## config.mk

```make
export PLATFORM = sky130hd
export DESIGN_NAME = mem_arbiter
export DESIGN_NICKNAME = d
export VERILOG_FILES = /design/src/rtl/mem_arbiter.sv
export SDC_FILE = /design/constraint.sdc
export NUM_CORES = 1
export LEC_CHECK = 0
export ABC_CLOCK_PERIOD_IN_PS = 2090
export BUFFER_PORTS_ARGS = -buffer_cell sky130_fd_sc_hd__buf_2
export CAP_MARGIN = 20
export CORE_ASPECT_RATIO = 0.5
export CORE_MARGIN = 1.5
export CORE_UTILIZATION = 45
export CTS_BUF_LIST = sky130_fd_sc_hd__clkbuf_16
export CTS_CLUSTER_DIAMETER = 80
export CTS_CLUSTER_SIZE = 10
export DETAILED_ROUTE_END_ITERATION = 8
export PLACE_DENSITY = 0.84
export REMOVE_ABC_BUFFERS = 1
export SLEW_MARGIN = 20
export SYNTH_ARGS = -nofsm -noshare
export SYNTH_HDL_FRONTEND = slang
export SYNTH_SLANG_ARGS = --single-unit
```

## constraint.sdc

```tcl
create_clock -name clk -period 2.09 [get_ports clk]
set_input_delay 0.3135 -clock clk [delete_from_list [all_inputs] [get_ports clk]]
set_output_delay 0.3135 -clock clk [all_outputs]
set_load 0.05 [all_outputs]
```

## src/rtl/mem_arbiter.sv

```systemverilog
// mem_arbiter: round-robin block fill/writeback controller sharing one memory port between two caches
// Ports:
//   clk, rst (sync, active-low)
//   req_x/we_x/addr_x/wdata_x : requester x transaction request, direction, block address, write word
//   gnt_x/done_x/widx         : ownership, completion pulse, word index requested from the writer
//   rvalid_x/rdata/ridx       : fill word return, shared data and index
//   mem_ren/mem_wen/mem_addr/mem_din/mem_dout : main-memory port
module mem_arbiter #(
  parameter int DATA_WIDTH  = 32,
  parameter int ADDR_WIDTH  = 32,
  parameter int BLOCK_SIZE  = 128,
  parameter int OFFSET_BITS = 7,
  parameter int MEM_LATENCY = 1
) (
  input  logic                  clk,
  input  logic                  rst,
  input  logic                  req_0,
  input  logic                  req_1,
  input  logic                  we_0,
  input  logic                  we_1,
  input  logic [ADDR_WIDTH-1:0] addr_0,
  input  logic [ADDR_WIDTH-1:0] addr_1,
  input  logic [DATA_WIDTH-1:0] wdata_0,
  input  logic [DATA_WIDTH-1:0] wdata_1,
  output logic                  gnt_0,
  output logic                  gnt_1,
  output logic [4:0]            widx,
  output logic                  rvalid_0,
  output logic                  rvalid_1,
  output logic [DATA_WIDTH-1:0] rdata,
  output logic [4:0]            ridx,
  output logic                  done_0,
  output logic                  done_1,
  input  logic [DATA_WIDTH-1:0] mem_dout,
  output logic                  mem_ren,
  output logic                  mem_wen,
  output logic [ADDR_WIDTH-1:0] mem_addr,
  output logic [DATA_WIDTH-1:0] mem_din
);
  typedef enum logic [1:0] {IDLE, RD, WR, DONE} state_t;
  localparam logic [5:0] LAST = 6'(BLOCK_SIZE / 4);
  state_t state, next;
  logic last_gnt, win_0, win_1, sel_we, rv, wen_q;
  logic [ADDR_WIDTH-1:0] base, waddr, sel_addr;
  logic [DATA_WIDTH-1:0] din_q, sel_wdata;
  logic [5:0] issue, ret, wcnt;
  logic [MEM_LATENCY-1:0] pipe;
  // last_gnt doubles as the current owner once a grant is made
  assign win_0 = req_0 && (!req_1 || last_gnt);
  assign win_1 = req_1 && !win_0;
  assign sel_we = win_0 ? we_0 : we_1;
  assign sel_addr = win_0 ? addr_0 : addr_1;
  assign sel_wdata = last_gnt ? wdata_1 : wdata_0;
  always_comb begin
    next = state;
    next = state == IDLE ? ((win_0 || win_1) ? (sel_we ? WR : RD) : IDLE) :
           state == RD   ? ((rv && ret == LAST) ? DONE : RD) :
           state == WR   ? ((wen_q && wcnt == LAST) ? DONE : WR) : IDLE;
  end
  assign gnt_0    = (state == RD || state == WR) && !last_gnt;
  assign gnt_1    = (state == RD || state == WR) && last_gnt;
  assign done_0   = state == DONE && !last_gnt;
  assign done_1   = state == DONE && last_gnt;
  assign rvalid_0 = rv && !last_gnt;
  assign rvalid_1 = rv && last_gnt;
  assign widx     = state == WR ? wcnt[4:0] : 5'd0;
  assign mem_ren  = state == RD && issue < LAST;
  assign mem_wen  = wen_q;
  assign mem_din  = wen_q ? din_q : '0;
  assign mem_addr = mem_ren ? base + ADDR_WIDTH'({issue[4:0], 2'b00}) : wen_q ? waddr : '0;
  always_ff @(posedge clk) begin
    if (!rst) begin
      state    <= IDLE;
      last_gnt <= 1'b1;
      base     <= '0;
      issue    <= '0;
      ret      <= '0;
      wcnt     <= '0;
      pipe     <= '0;
      rv       <= 1'b0;
      rdata    <= '0;
      ridx     <= '0;
      wen_q    <= 1'b0;
      waddr    <= '0;
      din_q    <= '0;
    end else begin
      state <= next;
      // valid pipe mirrors memory latency; returns arrive in issue order so ret is the index
      pipe  <= (pipe << 1) | MEM_LATENCY'(mem_ren);
      rv    <= pipe[MEM_LATENCY-1];
      if (pipe[MEM_LATENCY-1]) begin
        rdata <= mem_dout;
        ridx  <= ret[4:0];
        ret   <= ret + 6'd1;
      end
      if (mem_ren) issue <= issue + 6'd1;
      // write word is captured one cycle after widx presents its index
      wen_q <= state == WR && wcnt < LAST;
      if (state == WR && wcnt < LAST) begin
        waddr <= base + ADDR_WIDTH'({wcnt[4:0], 2'b00});
        din_q <= sel_wdata;
        wcnt  <= wcnt + 6'd1;
      end
      if (state == IDLE && (win_0 || win_1)) begin
        last_gnt <= win_1;
        base     <= {sel_addr[ADDR_WIDTH-1:OFFSET_BITS], OFFSET_BITS'(0)};
        issue    <= '0;
        ret      <= '0;
        wcnt     <= '0;
      end
    end
  end
endmodule

```

==> results.md, run 1 <==
- Power Dens Cells: 785 nW/um^2
- Worst EP required: 1780 ps
- Initial Util: 0.467
- Final wirelength: 19.6 mm
- Area of the core: approximately 15,000 sq um
- Unique masters post-synth: 36
- Peak supply drop: 0.000743 V
- Syn Inst Count: 770
- Setup slack after layout: -74.4 ps
- Sequential-to-total area share from yosys stat: 0.434
- CTS tree: done
- Reg-to-Reg Start: state[1]
- Final hold slack: 161 ps
- Max FO, Critical Path: 12
- Clock sinks: 148
- Routed len/inst: roughly 16 um
- Cell area after layout: 9530 sq um
- Clock share of power: 0.404
- Antenna Violating Nets Remaining: 0
- Sw Pwr: between 2 and 2.5 mW
- Nature of the critical path endpoint: output port
- Die ar.: 16,000 sq um
- Synth warnings: 0
- # rows: 31
- GR Layer Usage met2: 0.405
- Die H: 90.1 um
- Internal power: 5.31 mW
- Comb power frac: 0.179
- Final Hold Viols: 0
- Post-cts hold buffer count: 0
- Drt initial violations: 347
- Max_cap viols: 0
- Die Width: 177 um
- PortBufs: 263
- Cells on worst reg2reg path: 7
- Final setup violation count: 18
- Fin crit period: 2160 ps
- Worst r2r dst: waddr[23]
- DR vias/cell: 5.15
- WHS Path Cells: 3
- Skew final: 11.9 ps
- Routing usage on met3: 0.0491
- Initial antenna violation count: 0
- Clock root cell: clkbuf_16
- RSZ-0062 raised after global routing: true
- Hold path startpoint: mem_dout[6]
- Syn avg cell area: around 8.9 sq um
- Max Fclk: 0.462 GHz
- Rel. slew slack: 0.578
- Final period util: 1.04
- Switching Share: 0.290
- Slew @ Worst Pin: 632 ps
- Critical path arrival: 1850 ps
- Diode count: 0
- Drt pass-1 iters: 4
- Mapped cell area: 6820 sq um
- Slew Viols, Final: 0
- Met1 global-route usage: 0.280
- R2R Setup Slk: 230 ps
- Failing checks: negative setup slack
- Post-DP HPWL: 12.1 mm
- Area Growth Syn to Fin: 39.6%
- Status: complete, but fails checks
- Vias in the first global route: 6,019
- Startpoint Class: flop
- Drc violations: 0
- Worst Hold Endpoint: rdata[6]
- Post-DP Area: 8260 sq um
- Final net count: 1,190
- GRT Total Usage: 0.232
- Seq cells post-synth: ~150
- GPL Wtd Cong: 0.844
- Hold WC Path Type: in -> reg
- I/O pin cnt: 280
- Final core occ: 0.651
- Vias: 6,312
- Clock Latency Late Sink: 410 ps
- Grt total ovfl: 0
- Num CTS Buffers: 17
- Leak pwr: 4.57 nW
- Power Total: 7.48 mW
- Busiest grt layer: met2
- Sequential share of power: 0.418
- Largest net degree at the start of global routing: 94
- CTS H-tree lvls: 4
- Worst-path clk slew: 70 ps
- First-pass GRT wire length: 29.5 mm
- Layout cells sized above 1: 0.365
- Clock Path Buffers: 2
- Critical path type: reg -> out
==> cell usage in the layout, fill, tap and decap left out, types with 26 or more instances in the layout <==
cell type	count
a21boi_0	30
and2_1	44
buf_2	233
buf_6	30
dfxtp_1	143
mux2i_1	96
nand2_1	172
nor2b_1	40
o211a_1	32
o21ai_0	26
==> worst max-delay path by stage <==
stage / from / endpoint / slack, ps / cells after the start
floorplan: state[0] / wcnt[4] / -2410 / 6
global placement: state[1] / mem_addr[15] / 210 / 6
detailed placement: state[1] / mem_addr[17] / 170 / 6
CTS: state[1] / mem_addr[18] / -40 / 7
global route: state[1] / mem_addr[10] / -130 / 8
finish: state[1] / mem_addr[10] / -70 / 8
==> registers in the layout, summed over array words and instances, names as in the netlist, 2 cells and up <==
name / count
din_q: 32
rdata: 32
waddr: 30
base: 25
issue: 6
ret: 6
wcnt: 6
ridx: 5
state: 2
==> synth_stat cells <==
library cell	n	area share
o211ai_1	1	0.0011
clkbuf_1	20	0.011
and2_1	44	0.040
and2b_1	1	0.0011
a31oi_1	2	0.0018
nand2_1	188	0.10
and3_1	1	0.00092
xor2_1	8	0.010
o211a_1	32	0.047
nor4b_4	1	0.0035
o21ai_0	56	0.041
nor2_1	17	0.0094
o22ai_1	1	0.00092
mux2_4	1	0.0022
buf_6	2	0.0033
nand3_1	1	0.00073
conb_1	1	0.00055
nor4b_1	2	0.0026
o21ai_1	2	0.0015
buf_4	4	0.0044
nand4_1	5	0.0046
a21oi_1	5	0.0037
nand2b_1	1	0.00092
a31o_1	1	0.0013
xnor2_1	3	0.0039
inv_1	8	0.0044
mux2i_1	96	0.14
ha_1	9	0.017
or3_1	1	0.00092
nor2b_1	41	0.038
dfxtp_1	148	0.43
buf_8	2	0.0044
o21a_1	1	0.0011
a21boi_0	30	0.033
buf_2	33	0.024
o21ai_2	1	0.0013
==> final cells by class <==
cell class | instances | area (sq um)
Sequential cell | 148 | 2970
Tap cell | 198 | 248
Fill cell | 1145 | 5100
Multi-Input combinational cell | 554 | 3850
Clock inverter | 15 | 153
Inverter | 8 | 30.0
Timing Repair Buffer | 286 | 1850
Clock buffer | 17 | 425
==> worst max-delay path, stage by stage, from the launching register on <==
cell and delay (ps):
dfxtp_2 330, inv_2 50, ha_4 150, and2b_2 230, buf_6 140, buf_12 150, nand2_1 140, o21ai_4 90
buf_6 160
==> cell families after synthesis <==
| group | Yosys count | share of synthesized area |
|---|---|---|
| AOI/OAI and AO/OA | 132 | 0.134 |
| xor gates and xnor gates | 11 | 0.0141 |
| adders and majority gates | 9 | 0.0165 |
| buffers and inverters | 69 | 0.0517 |
| DFF | 148 | 0.434 |
| muxes | 97 | 0.143 |
| other | 1 | 0.000550 |
| and+or+nand+nor | 303 | 0.206 |
==> routing by layer <==
layer / up-vias / share of wire
li1: 3061 / -
met1: 2975 / 0.42
met2: 218 / 0.51
met3: 58 / 0.047
met4: 0 / 0.031
met5: - / 0
==> power by group through the flow <==
stage                     clock [mW]  combinational (mW)  sequential, mW
after floorplan                    0               0.620            3.27
after global placement             0                1.13            3.16
after CTS                       3.06                1.28            3.11
after global routing            3.21                1.43            3.14
after detailed placement           0                1.16            3.17
final                           3.02                1.34            3.12
==> timing repair <==
item                                   CTS  global route
setup buffers                            5             2
setup endpoints to repair               31            31
pin swaps                                7            15
endpoints found under the hold margin    0             0
resized for setup                      131            44
gates cloned                             3             1
==> per-stage QoR <==
stage / TNS (ps) / setup WS [ps] / std cells
after floorplan: -200070 / -2410 / 710
after global placement: 0 / 208 / 1184
after detailed placement: 0 / 172 / 1184
after CTS: -259 / -35.5 / 1224
after global routing: -1670 / -125 / 1226
final: -384 / -74.4 / 1226
(Power assumes the default switching activity.)
==> run 2, diff against run 1 <==
--- a/config.mk
+++ b/config.mk
@@ -5,6 +5,7 @@
 export SDC_FILE = /design/constraint.sdc
 export NUM_CORES = 1
 export LEC_CHECK = 0
+export ABC_AREA = 1
 export ABC_CLOCK_PERIOD_IN_PS = 2090
 export BUFFER_PORTS_ARGS = -buffer_cell sky130_fd_sc_hd__buf_2
 export CAP_MARGIN = 20
@@ -15,7 +16,7 @@
 export CTS_CLUSTER_DIAMETER = 80
 export CTS_CLUSTER_SIZE = 10
 export DETAILED_ROUTE_END_ITERATION = 8
-export PLACE_DENSITY = 0.84
+export PLACE_DENSITY = 0.85
 export REMOVE_ABC_BUFFERS = 1
 export SLEW_MARGIN = 20
 export SYNTH_ARGS = -nofsm -noshare
==> run 2 against run 1 <==
  * The flow now finishes without violations
  * Synthesized cell count increased by 34%
  * Clock skew up 4.3 ps
  * Maximum frequency is 6.5% higher
  * Global-route usage down 0.39 points
  * First-iteration DRC count increased by 22%
  * Sequential share of layout area grew 1.9 points
  * Power up 2.4%
  * Cell area is 5.8% lower
  * Setup slack improved by 130 ps
  * Sequential power up 4%
  * Count of clock-buffer cells in the layout unchanged
  * Critical path type unchanged
==> results.md, run 2 <==
- Count leader, synth: nand2_1
- Die H: 89.9 um
- Post-CTS setup buffer count: 0
- Final wirelength: 18.9 mm
- Area Growth Syn to Fin: 32.2%
- Final net count: 1,441
- RSZ-0062 raised after global routing: false
- Skew final: 16.2 ps
- Sw Pwr: 2.43 mW
- DR vias/cell: slightly below 5
- GPL Wtd Cong: between 0.9 and 1
- Post-DP HPWL: ~13 mm
- Slew @ Worst Pin: between 600 and 700 ps
- Power Dens Cells: 853 nW/um^2
- Worst-path clk slew: 70 ps
- Diode count: 0
- PortBufs: 263
- Comb power frac: 0.191
- Final Hold Viols: 0
- Worst r2r dst: din_q[31]
- Largest area contributor in the netlist: dfxtp_1
- Worst EP required: 1780 ps
- Most frequent cells in the layout: nand2_1 (278), buf_2 (234), nor2_1 (147)
- Clock sinks: 148
- Clock Latency Late Sink: approximately 420 ps
- Cells on worst reg2reg path: 7
- Commonest non-fill, non-tap cell in the layout: nand2_1
- Drt initial violations: about 420
- Drt pass-1 iters: 5
- Startpoint Class: flop
- Fin crit period: about 2000 ps
- Num CTS Buffers: 17
- Sequential Area: between 2000 and 3000 sq um
- Synth warnings: 0
- CTS H-tree lvls: 4
- Rel. slew slack: 0.591
- GRT Total Usage: 0.228
- Reg-to-Reg Start: state[0]
- Switching Share: 0.317
- Initial antenna violation count: 0
- Synth area leaders: dfxtp_1 (44%), nand2_1 (15%), nor2_1 (8.1%), o21ai_0 (6.6%), inv_1 (6.4%)
- Synth top area share: 0.436
- Peak supply drop: around 0.00068 V
- Critical path type: reg -> out
- R2R Setup Slk: 370 ps
- Hold WC Path Type: in -> reg
- Area of the core: 14,600 sq um
- Mapped cell area: 6790 sq um
- Unique masters post-synth: 27
- I/O pin cnt: 280
- Post-cts hold buffer count: 0
- Final setup violation count: 0
- CTS tree: done
- Multi-input gate area: 3090 sq um
- Die ar.: 15,900 sq um
- Sequential-to-total area share from yosys stat: 0.436
- Status: complete, no violations
- Vias in the first global route: 6,599
- Hold path startpoint: mem_dout[6]
- First-pass GRT wire length: around 30 mm
- Initial Util: 0.466
- Vias: 7,164
- Max Fclk: around 0.49 GHz
- Grt total ovfl: 0
- Synth cell count leaders: nand2_1 (279), dfxtp_1 (148), nor2_1 (147)
- Cell area after layout: 8970 sq um
- Filler cell count: 1,299
- Routed len/inst: 12.8 um
- Final period util: 0.972
- WHS Path Cells: 3
- Top FF cell, synth: dfxtp_1
- Seq cells post-synth: 148
- Max FO, Critical Path: 8
- Syn avg cell area: 6.58 sq um
- Internal power: approximately 5.2 mW
- Die Width: 177 um
- Layout cells sized above 1: 0.256
- Regs by FF count: din_q: 32 flops, rdata: 32 flops, waddr: 30 flops
- Leak pwr: 4.93 nW
- Antenna Violating Nets Remaining: 0
- Sequential share of power: 0.423
- Post-DP Area: 8250 sq um
- Post-synthesis async set-or-reset flop share: 0
- Critical path arrival: 1720 ps
- Max_cap viols: 0
- Clock share of power: 0.386
- Slew Viols, Final: 0
- Clock root cell: clkbuf_16
- Largest net degree at the start of global routing: 85
- Number of flops mapped to enable cells by yosys: 0
- Worst Hold Endpoint: rdata[6]
- Clock Path Buffers: 2
- Power Total: 7.65 mW
- Syn Inst Count: 1,031
- Drc violations: 0
- Nature of the critical path endpoint: output port
- # rows: 31
==> run 2: changes by cell type after synthesis, sizes merged, moves of 32 or more <==
cell | previous run | this run
nor2 | 17 | 148
nand2 | 188 | 282
mux2i | 96 | 0
and2 | 44 | 0
o211a | 32 | 0
o21ai | 59 | 98
inv | 8 | 120
a21oi | 5 | 83
nor2b | 41 | 0
nand3 | 1 | 62
==> run 2: critical path: stages (launching register included) <==
cell and delay (ps):
dfxtp_1 370, inv_2 70, ha_4 170, nand2_4 110, buf_4 170, nand3_1 70
nand2_1 80, buf_2 260
==> run 2: cell type report <==
type	count	share of cell area
clock buffer	17	0.0474
tap	198	0.0276
clock inverter	15	0.0165
inverter	121	0.0509
multi-input combinational	698	0.344
sequential	148	0.330
timing repair buffer	280	0.183
==> run 2: metal layers <==
layer,GRT usage,wire (um),vias up
met5,0,0,-
met4,0.0777,356,0
met3,0.0415,952,31
met2,0.416,9540,208
met1,0.269,8040,3251
li1,-,-,3674
==> run 2: power groups by stage <==
stage	Combinational [mW]	Clock, mW	Sequential [mW]
2_1_floorplan	0.737	0	3.42
3_3_place_gp	1.38	0	3.28
3_5_place_dp	1.41	0	3.29
4_1_cts	1.44	3.00	3.23
5_1_grt	1.60	3.15	3.27
6_report	1.46	2.96	3.24
==> run 2: cell families after synthesis <==
family / Yosys count / synth area share
buf+inv: 186 / 0.112
other cells: 1 / 0.000552
simple gates: 504 / 0.297
flops: 148 / 0.436
fa+ha+maj: 9 / 0.0166
compound gates: 183 / 0.137
==> run 2: timing repair <==
action / 4_1_cts / 5_1_grt
gates resized for setup: 36 / 11
setup endpoints to repair: 31 / 30
gates cloned: 0 / 1
==> run 2: how the worst max path moves through the flow <==
stage	startpoint	end	slack, ps
2_1_floorplan	mem_wen	mem_addr[2]	-1100
3_3_place_gp	state[1]	mem_addr[14]	310
3_5_place_dp	state[1]	mem_addr[14]	260
4_1_cts	state[1]	mem_addr[2]	4
5_1_grt	state[1]	mem_addr[5]	5
6_report	state[1]	mem_addr[3]	60
==> run 2: stage by stage <==
stage	util	std cells	hold WS, ps	setup TNS, ps	setup WS (ps)
6_report	0.615	1477	119	0	57.8
5_1_grt	0.615	1477	113	0	5.49
4_1_cts	0.611	1476	114	0	3.65
3_5_place_dp	0.565	1444	453	0	262
3_3_place_gp	0.565	1444	452	0	312
2_1_floorplan	-	967	398	-28480	-1100
==> run 3, diff against run 2 <==
--- a/config.mk
+++ b/config.mk
@@ -16,7 +16,7 @@
 export CTS_CLUSTER_DIAMETER = 80
 export CTS_CLUSTER_SIZE = 10
 export DETAILED_ROUTE_END_ITERATION = 8
-export PLACE_DENSITY = 0.85
+export PLACE_DENSITY_LB_ADDON = 0.1
 export REMOVE_ABC_BUFFERS = 1
 export SLEW_MARGIN = 20
 export SYNTH_ARGS = -nofsm -noshare
==> run 3 against run 2 <==
  * Sequential cell count stayed put
  * Cell area is 0.91% higher
  * Count of clock-buffer cells in the layout stayed put
  * Critical endpoint is now mem_addr[2]
  * Core utilization is 0.56 points higher
  * Largest cell class unchanged
  * Critical path type unchanged
  * Sequential share of layout area is 0.30 points lower
  * Maximum frequency is 1.1% higher
  * Register-to-register slack worse by 60 ps
  * Largest power group unchanged
  * Die area stayed put
  * Wire length is 0.10% higher
  * Setup slack better by 22 ps
  * Clock power is 7.4% higher
  * Power is 3.1% higher
==> results.md, run 3 (synthesized netlist as in run 2, its figures left out) <==
- Final core occ: 0.621
- Largest net degree at the start of global routing: 56
- Setup slack after layout: 79.6 ps
- Grt total ovfl: 0
- Clock Latency Late Sink: 410 ps
- Max stage delay on crit path: approximately 400 ps
- Initial Util: 0.466
- Cell Chain, Critical Path: ha_4 > nand2_4 > or2_2 > a21boi_1 > buf_4
- Clock Path Buffers: 2
- Clock sinks: 148
- Worst EP required: 1780 ps
- Vias in the first global route: 6,593
- Slew Viols, Final: 0
- Most frequent cells in the layout: nand2_1 (278), buf_2 (235), nor2_1 (147)
- Peak supply drop: 0.000657 V
- Number of instances in the placed design: 1,448
- GPL Wtd Cong: 0.808
- Worst-path clk slew: roughly 60 ps
- Status: complete, no violations
- I/O pin cnt: 280
- Regs by FF count: din_q: 32 flops, rdata: 32 flops, waddr: 30 flops
- Fin cells: roughly 1,500
- Area of the core: 14,600 sq um
- Leak pwr: 4.98 nW
- Area Growth Syn to Fin: 33.4%
- CTS tree: done
- Startpoint Class: flop
- Commonest non-fill, non-tap cell in the layout: nand2_1
- Layout cells sized above 1: 0.258
- First-pass GRT wire length: 30.9 mm
- # rows: 31
- Critical path arrival: between 1500 and 2000 ps
- Family with the most delay on the worst path: flip-flops
- Max_cap viols: 0
- Place WS: 266 ps
- Initial antenna violation count: 0
- Buffers & Inverters on Critical Path: 1
- Num CTS Buffers: 17
- Die ar.: 15,900 sq um
- Diode count: 0
- PortBufs: 263
- Vias: 7,128
- Final net count: 1,447
- Cell area after layout: 9060 sq um
- Hold WC Path Type: in -> reg
- Critical path type: reg -> out
- Final setup violation count: 0
- Drt pass-1 iters: 5
- Die H: between 80 and 90 um
- Fin crit period: 2010 ps
- Drc violations: 0
- Post-DP Area: 8290 sq um
- Skew final: 11.5 ps
- Die Width: 177 um
- Antenna Violating Nets Remaining: 0
- GRT Total Usage: 0.239
- Rel. slew slack: 0.627
- Power Total: 7.89 mW
- CTS H-tree lvls: 4
- Slew @ Worst Pin: 558 ps
- Slowest CP cell: dfxtp_1
- Power Dens Cells: approximately 870 nW/um^2
- Clock root cell: clkbuf_16
- Max FO, Critical Path: 4
- Routed len/inst: 12.8 um
- Final period util: 0.962
- Post-DP HPWL: 13.0 mm
- Final hold slack: 133 ps
- R2R Setup Slk: 310 ps
- Max Fclk: 0.497 GHz
- TNS Setup: 0 ps
- DR vias/cell: 4.81
- Final Hold Viols: 0
- Final wirelength: 18.9 mm
- Drt initial violations: 387
- Nature of the critical path endpoint: output port
run 3: final timing paths:
check | start | to | depth (start not counted)
setup / recovery | state[0] | mem_addr[2] | 5
hold / removal | mem_dout[2] | rdata[2] | 3
setup reg to reg | state[0] | waddr[23] | 6
hold reg to reg | base[19] | base[19] | 2
run 3: repair_timing:
| item | CTS | global route |
|---|---|---|
| pin swaps | 1 | 0 |
| gates cloned | 0 | 1 |
| hold buffers | 0 | 0 |
| setup endpoints to repair | 30 | 30 |
| buffers inserted | 2 | 0 |
| gates resized for setup | 34 | 7 |
run 3: where the power goes:
group / total [mW] / internal, mW / switching [mW]
sequential: 3.24 / 3.08 / 0.154
combinational: 1.47 / 0.489 / 0.984
clock: 3.18 / 1.99 / 1.19
run 3: layout make-up:
class	instances	area [sq um]
repair buffers	286	1680
multi-input cells	698	3090
clock inverters	15	190
fillers	1412	5530
flip-flops and latches	148	2970
well taps	198	248
inverters	121	459
clock buffers	17	425
run 3: worst reg2reg max path, cell delays in order (launching register included):
cell and delay, ps:
dfxtp_1 400, inv_1 90, ha_1 310, nand2_2 140, buf_4 430, o21ai_0 220, nor2_1 120
run 3: layer usage:
layer / global-route usage / vias to the layer above / wire (um)
met5: 0 / - / 0
met4: 0.0749 / 0 / 301
met3: 0.0516 / 28 / 1020
met2: 0.410 / 214 / 8980
met1: 0.298 / 3203 / 8610
li1: - / 3683 / -
